===== config.mk =====
export PLATFORM = sky130hd
export DESIGN_NAME = ldpc_iter_ctrl
export DESIGN_NICKNAME = d
export VERILOG_FILES = /design/src/rtl/ldpc_pkg.sv /design/src/rtl/ldpc_phase_wdog.sv /design/src/rtl/ldpc_iter_ctrl.sv
export SDC_FILE = /design/constraint.sdc
export NUM_CORES = 1
export LEC_CHECK = 0
export ABC_AREA = 1
export BUFFER_PORTS_ARGS = -buffer_cell sky130_fd_sc_hd__buf_4
export CORE_UTILIZATION = 53
export CTS_BUF_LIST = sky130_fd_sc_hd__clkbuf_8
export DETAILED_ROUTE_END_ITERATION = 10
export PLACE_DENSITY = 0.75
export SKIP_CTS_REPAIR_TIMING = 1
export SLEW_MARGIN = 25
export SYNTH_ARGS = -nofsm -noshare
export SYNTH_HDL_FRONTEND = slang
export SYNTH_SLANG_ARGS = --single-unit
export TNS_END_PERCENT = 5

===== constraint.sdc =====
create_clock -name clk -period 1.8 [get_ports clk]
set_clock_uncertainty 0.1 [all_clocks]
set_input_delay 0.18 -clock clk [delete_from_list [all_inputs] [get_ports clk]]
set_output_delay 0.18 -clock clk [all_outputs]
set_load 0.005 [all_outputs]

===== src/rtl/ldpc_pkg.sv =====
// Shared definitions for the LDPC iteration scheduler: state encoding and default sizes.
package ldpc_pkg;
    localparam int ITER_W_DEF  = 5;
    localparam int TIMEOUT_DEF = 1023;
    localparam int TO_W_DEF    = 10;

    typedef enum logic [2:0] {
        IDLE,
        CNP,
        GAP_C,
        VNP,
        GAP_V,
        FIN
    } state_t;
endpackage


===== src/rtl/ldpc_phase_wdog.sv =====
// Per-phase watchdog: counts cycles while enabled and flags the cycle in which
// the phase reaches TIMEOUT cycles.
module ldpc_phase_wdog #(
    parameter int TIMEOUT = 1023,
    parameter int TO_W    = 10
) (
    input  logic clk,
    input  logic rst_n,
    input  logic i_clr,
    input  logic i_en,
    output logic o_expire
);
    logic [TO_W-1:0] r_cnt;

    always_ff @(posedge clk or negedge rst_n) begin
        if (!rst_n)
            r_cnt <= '0;
        else if (i_clr)
            r_cnt <= '0;
        else if (i_en)
            r_cnt <= r_cnt + 1'b1;
    end

    // r_cnt holds cycles already spent; the current cycle is number r_cnt+1.
    assign o_expire = i_en && (r_cnt == TO_W'(TIMEOUT - 1));
endmodule


===== src/rtl/ldpc_iter_ctrl.sv =====
// LDPC iteration scheduler: alternates CNP/VNP passes with a ce-low gap between
// them, counts iterations, flags the final VNP pass and reports completion.
module ldpc_iter_ctrl
    import ldpc_pkg::*;
#(
    parameter int ITER_W  = ITER_W_DEF,
    parameter int TIMEOUT = TIMEOUT_DEF,
    parameter int TO_W    = TO_W_DEF
) (
    input  logic              clk,
    input  logic              rst_n,
    input  logic              i_start,
    input  logic [ITER_W-1:0] i_max_iter,
    input  logic              i_early_stop_en,
    input  logic              i_parity_ok,
    input  logic              i_cnp_finish,
    input  logic              i_vnp_finish,
    output logic              o_ce,
    output logic              o_cnp_on,
    output logic              o_last_iteration,
    output logic              o_busy,
    output logic              o_done,
    output logic [ITER_W-1:0] o_iter_cnt,
    output logic              o_timeout_err
);
    state_t            r_state;
    logic [ITER_W-1:0] r_lim;
    logic              r_es;
    logic              r_stop;
    logic              r_ce, r_cnp_on, r_last, r_busy, r_done, r_to_err;
    logic [ITER_W-1:0] r_iter;

    logic              w_wd_en;
    logic              w_expire;
    logic [ITER_W-1:0] w_lim_in;
    logic              w_hit_lim;
    logic [ITER_W-1:0] w_iter_inc;

    assign w_wd_en    = (r_state == CNP) || (r_state == VNP);
    assign w_lim_in   = (i_max_iter == '0) ? ITER_W'(1) : i_max_iter;
    // Extra bit keeps the compare exact even when iter_cnt is all-ones.
    assign w_hit_lim  = ({1'b0, r_iter} + (ITER_W+1)'(1)) == {1'b0, r_lim};
    assign w_iter_inc = (&r_iter) ? r_iter : r_iter + 1'b1;

    ldpc_phase_wdog #(.TIMEOUT(TIMEOUT), .TO_W(TO_W)) u_wdog (
        .clk      (clk),
        .rst_n    (rst_n),
        .i_clr    (!w_wd_en),
        .i_en     (w_wd_en),
        .o_expire (w_expire)
    );

    always_ff @(posedge clk or negedge rst_n) begin
        if (!rst_n) begin
            r_state  <= IDLE;
            r_lim    <= ITER_W'(1);
            r_es     <= 1'b0;
            r_stop   <= 1'b0;
            r_ce     <= 1'b0;
            r_cnp_on <= 1'b1;
            r_last   <= 1'b0;
            r_busy   <= 1'b0;
            r_done   <= 1'b0;
            r_iter   <= '0;
            r_to_err <= 1'b0;
        end else begin
            r_done <= 1'b0;
            case (r_state)
                IDLE: begin
                    if (i_start) begin
                        r_lim    <= w_lim_in;
                        r_es     <= i_early_stop_en;
                        r_iter   <= '0;
                        r_to_err <= 1'b0;
                        r_busy   <= 1'b1;
                        r_ce     <= 1'b1;
                        r_cnp_on <= 1'b1;
                        r_state  <= CNP;
                    end
                end
                CNP: begin
                    if (i_cnp_finish) begin
                        r_stop  <= w_hit_lim || (r_es && i_parity_ok);
                        r_ce    <= 1'b0;
                        r_state <= GAP_C;
                    end else if (w_expire) begin
                        r_to_err <= 1'b1;
                        r_ce     <= 1'b0;
                        r_state  <= FIN;
                    end
                end
                GAP_C: begin
                    r_last   <= r_stop;
                    r_ce     <= 1'b1;
                    r_cnp_on <= 1'b0;
                    r_state  <= VNP;
                end
                VNP: begin
                    if (i_vnp_finish) begin
                        r_iter  <= w_iter_inc;
                        r_ce    <= 1'b0;
                        r_state <= r_last ? FIN : GAP_V;
                    end else if (w_expire) begin
                        r_to_err <= 1'b1;
                        r_ce     <= 1'b0;
                        r_state  <= FIN;
                    end
                end
                GAP_V: begin
                    r_cnp_on <= 1'b1;
                    r_ce     <= 1'b1;
                    r_state  <= CNP;
                end
                FIN: begin
                    r_ce     <= 1'b0;
                    r_cnp_on <= 1'b1;
                    r_last   <= 1'b0;
                    r_busy   <= 1'b0;
                    r_done   <= 1'b1;
                    r_state  <= IDLE;
                end
                default: r_state <= IDLE;
            endcase
        end
    end

    assign o_ce             = r_ce;
    assign o_cnp_on         = r_cnp_on;
    assign o_last_iteration = r_last;
    assign o_busy           = r_busy;
    assign o_done           = r_done;
    assign o_iter_cnt       = r_iter;
    assign o_timeout_err    = r_to_err;
endmodule


# Yosys cells after proc, flatten, opt, wreduce, memory -nomap -nowiden
# Cells that the tools add are included.
[op_classes] n_mux=26 addsub=3 n_reduce_logical=22 eq_ne=12
[ops] operator="$mux W5" n=4
[ops] operator="$pmux W3 S5" n=1
[ops] operator="$mux W3" n=4
[ops] operator="$add A10 B1 Y10 const B" n=1
[ops] operator="$eq A10 B10 Y1 const B" n=1
[ops] operator="$mux W1" n=10
[ops] operator="$mux W10" n=1
[ops] operator="$ne A2 B2 Y1 const B" n=5
[ops] operator="$pmux W5 S2" n=1
[ops] operator="$reduce_and A2 Y1" n=5
[ops] operator="$reduce_and A4 Y1" n=2
[ops] operator="$add A5 B1 Y6 const B" n=1
[ops] operator="$eq A3 B2 Y1 const B" n=2
[ops] operator="$eq A3 B3 Y1 const B" n=2
[ops] operator="$eq A6 B5 Y1" n=1
[ops] operator="$pmux W1 S3" n=2
[ops] operator="$reduce_bool A2 Y1" n=3
[ops] operator="$reduce_bool A3 Y1" n=2
[ops] operator="$add A5 B1 Y5 const B" n=1
[ops] operator="$logic_not A5 Y1" n=1
[ops] operator="$pmux W1 S5" n=1
[ops] operator="$reduce_and A5 Y1" n=1
[ops] operator="$reduce_bool A5 Y1" n=1
[ops] operator="$pmux W1 S2" n=2
[ops] operator="5 further kinds" n=8
[word_totals] word_cells=75 output_inout_bits=11 regBits=31

# Logic depth before layout (Yosys ltp)
[logic_depth] ltp_word=6 ltp_mapped=9 ltp_nobuf=9

# Hierarchy
# From an unflattened synthesis, not the netlist that was laid out.
[hier_totals] cells_unflattened=216 area_unflattened_um2=1749.2
[modules_own_cells] module="ldpc_iter_ctrl" seq_area_each_um2=528.0 cells_per_inst=140 n_inst=1 area_per_inst_um2=1161.1
[modules_own_cells] module="ldpc_phase_wdog" seq_area_each_um2=250.2 cells_per_inst=76 n_inst=1 area_per_inst_um2=588.1

# Worst setup path after synthesis
# OpenSTA, ideal clock, no wires.
[synth_path] kind="register to register" start="reg r_iter[0] (netlist: o_iter_cnt[0])" end="reg r_stop" setup_slack_ps=81 setup_time_ps=77 required_time_ps=1623 t_arrival_ps=1542 path_stages_with_launch=10 cell_sequence="dfrtp_1 ha_1 nand2_1 nor2_1 ha_1 xnor2_1 nand3_1 nor2_1 nand2_1 a21oi_1"
[synth_via] elab_chain_cells=3
[synth_lines] item="start, declared" line="ldpc_iter_ctrl.sv:31" source="logic [ITER_W-1:0] r_iter;"
[synth_lines] item="start signal, assigned" line="ldpc_iter_ctrl.sv:100" source="r_iter <= w_iter_inc;"
[synth_lines] item="$add A5 B1 Y6" line="ldpc_iter_ctrl.sv:42" source="assign w_hit_lim = ({1'b0, r_iter} + (ITER_W+1)'(1)) == {1'b0, r_lim};"
[synth_lines] item="$eq A6 B5 Y1" line="ldpc_iter_ctrl.sv:42"
[synth_lines] item="$logic_or A1 B1 Y1" line="ldpc_iter_ctrl.sv:83" source="r_stop <= w_hit_lim || (r_es && i_parity_ok);"
[synth_lines] item="end signal, assigned" line="ldpc_iter_ctrl.sv:83"
[synth_lines] item="end, declared" line="ldpc_iter_ctrl.sv:29" source="logic r_stop;"
# No other way between the ends.
# A chain may end at the register's enable or synchronous reset.

# Final worst setup path
# Same ends and word-level chain as after synthesis.

==> flow_metrics.tcl <==
set metrics [dict create \
    status "finished, violations left" \
    violations "DRC" \
    grt_pass1_vias 1374 \
    startpoint_type "flip-flop" \
    fill_cells 236 \
    r2r_setup_slack_ns 0.11 \
    path_class "flip-flop to flip-flop" \
    worstSetupStartpoint "o_iter_cnt[0]" \
    fp.dieW_um 57.2 \
    diodes 0 \
    setup_viol 0 \
    vias 1420 \
    ir_drop_v 0.000790 \
    coreArea_um2 2830 \
    period_share_pct 93.8 \
    grt_overflow 0 \
    use_met3_pct 6.35 \
    relSlewSlack_pct 74.7 \
    cts_root_buffer "clkbuf_8" \
    stdcell_area_um2 1930 \
    crit_end "r_stop" \
    synth_top_cell_area_share_pct 45.0 \
    cp-end-kind "flip-flop" \
    drive_gt1_share_pct 22.2 \
    arrival_ns 1.80 \
    dieArea_um2 3270 \
    h-tree-depth 2 \
    syn_to_final_growth_pct 19.5 \
    worst_slew_pin_slew_ns 0.380 \
    grtUsageMet1_pct 28.5 \
    wl_per_cell_um 12.7 \
    worstPathMaxFanout 3 \
    drt-initial-drc-count 64 \
    final_antenna_net_count 0 \
    dr.pass1.iters 7 \
    drt_wl_total_mm 3.38 \
    ys_seq_area_share_pct 48.2 \
    yosys.cell_types.count 30 \
    rsz0062_at_grt "false" \
    gp_congestion 0.818 \
    clock-sinks 31 \
    insertion_delay_ns 0.28 \
    reg2reg_depth 9 \
    synth_top_cell_by_area "dfrtp_1" \
    hpwl_mm 2.49 \
    fin_setup_tns_ns 0 \
    avgSynthCellArea_um2 8.03 \
    netlist_area_um2 1610 \
    dp_slack_ns 0.0842 \
    io_pins 23 \
    cts_buffers 5 \
    leakagePower_nw 1.01 \
    multi_input_area_um2 708 \
    cts_tree "built" \
    min_path_type "input port to flip-flop" \
    cap_violations 0 \
    met2_usage_pct 38.7 \
    r2r_end "r_stop" \
    top_usage_layer "met2" \
    period_minus_slack_ns 1.69 \
    fin_ws_ns 0.111 \
    reg2reg_from "o_iter_cnt[0]" \
    place_area_um2 1830 \
    synth_area_leaders "dfrtp_1, nand2_1, inv_1, nand3_1, dfstp_2" \
    hold_violations 0 \
    port_buffers 22 \
    grt_max_degree 32 \
    seq_area_um2 778 \
    syn_inst 201 \
    syn_nets 217 \
    via_per_inst 5.36 \
    yosys_warnings 0 \
    fp-row-count 19 \
    fp.dieH_um 57.2 \
    antenna_found_initial 0 \
    start_util_pct 57.1 \
    clk_path_buf_depth 2 \
    power_density_nw_per_um2 1310 \
    drv_slew 0 \
    clk_pin_slew_ns 0.06 \
    drc 2 \
    fmax_ghz 0.592 \
    synth_seq_cells 31 \
    nets 249 \
    finalPower_mw 2.53 \
    dp.cells 255 \
    layoutNonFillerInstCount 265 \
    worstPathRequired_ns 1.91 \
    grt_usage_pct 23.7 \
    grt_first_pass_wirelength_mm 5.78 \
]
[power by group]
| group | internal (mW) | leakage [nW] | switching (mW) |
|---|---|---|---|
| sequential | 0.893 | 0.400 | 0.151 |
| combinational | 0.380 | 0.556 | 0.593 |
| clock | 0.257 | 0.0519 | 0.251 |
[area by class of cell]
class,instances,area share [%]
clock inverters,3,0.584
multi-input cells,138,36.7
well taps,31,2.01
clock buffers,5,3.57
inverters,30,6.10
flip-flops and latches,31,40.4
repair buffers,27,10.6
[stage by stage]
stage / util, % / hold slack (ns)
floorplan: - / -0.216
global placement: 64.5 / 0.0305
detailed placement: 64.5 / 0.0316
CTS: 67.4 / -0.275
global route: 68.2 / 0.0377
finish: 68.2 / 0.00857
[how the worst min path moves through the flow]
| stage | startpoint | end | slack [ns] | cells after the start |
|---|---|---|---|---|
| floorplan | rst_n | o_busy | -0.22 | 0 |
| global placement | rst_n | o_done | 0.03 | 1 |
| detailed placement | rst_n | o_last_iteration | 0.03 | 1 |
| CTS | rst_n | o_last_iteration | -0.27 | 1 |
| global route | i_early_stop_en | r_es | 0.04 | 3 |
| finish | i_early_stop_en | r_es | 0.009 | 3 |
[kinds of logic (layout without fill, tap and decap cells)]
logic type,after synthesis,in the layout,synth area share (%)
simple gates,103,103,29.0
buf+inv,32,65,8.22
flops,31,31,48.2
compound gates,29,29,10.4
fa+ha+maj,4,4,3.10
xor+xnor,2,2,1.09
[flip-flops by register name, indices dropped and copies added (netlist names)]
register	count
o_busy	1
o_ce	1
o_cnp_on	1
o_done	1
o_iter_cnt	5
o_last_iteration	1
o_timeout_err	1
r_es	1
r_lim	5
r_state	3
r_stop	1
u_wdog.r_cnt	10
[layer usage]
layer,wire (um),share of wire [%]
met1,1460,43
met2,1650,49
met3,174,5.2
met4,94,2.8
met5,0,0
[worst max-delay path, stage by stage (launching register included)]
cell     delay, ns
dfrtp_1       0.39
ha_2          0.20
nand2_2       0.08
nor2_1        0.05
ha_1          0.31
xnor2_1       0.15
nand3_1       0.09
nor2_1        0.08
nand2_1       0.06
a21oi_1       0.11
[cells in the final DEF, fill, tap and decap left out]
master and count:
a211oi_1 1, a21oi_1 10, a22oi_1 1, a31oi_1 1, and3_1 2, buf_4 26, clkbuf_8 5, clkinv_4 1
dfrtp_1 29, dfstp_2 2, dlygate4sd3_1 1, ha_1 3, ha_2 1, inv_1 27, inv_2 5, nand2_1 54
nand2_2 5, nand2_4 2, nand3_1 11, nand3b_1 2, nand4_1 2, nor2_1 14, nor2_2 2, nor2_4 1
nor3_1 6, nor4_1 1, o21ai_0 5, o21ai_1 8, o21ai_2 1, o21ai_4 1, o22ai_1 1, or2_1 1
xnor2_1 2
[cell usage after synthesis (all sizes together)]
master	instances
a211oi	1
a21oi	10
a22oi	1
a31oi	1
and3	2
buf	2
clkinv	1
dfrtp	29
dfstp	2
ha	4
inv	29
nand2	61
nand3	11
nand3b	2
nand4	2
nor2	17
nor3	6
nor4	1
o21ai	15
o22ai	1
or2	1
xnor2	2
No activity file was read; power rests on OpenSTA's default activity.
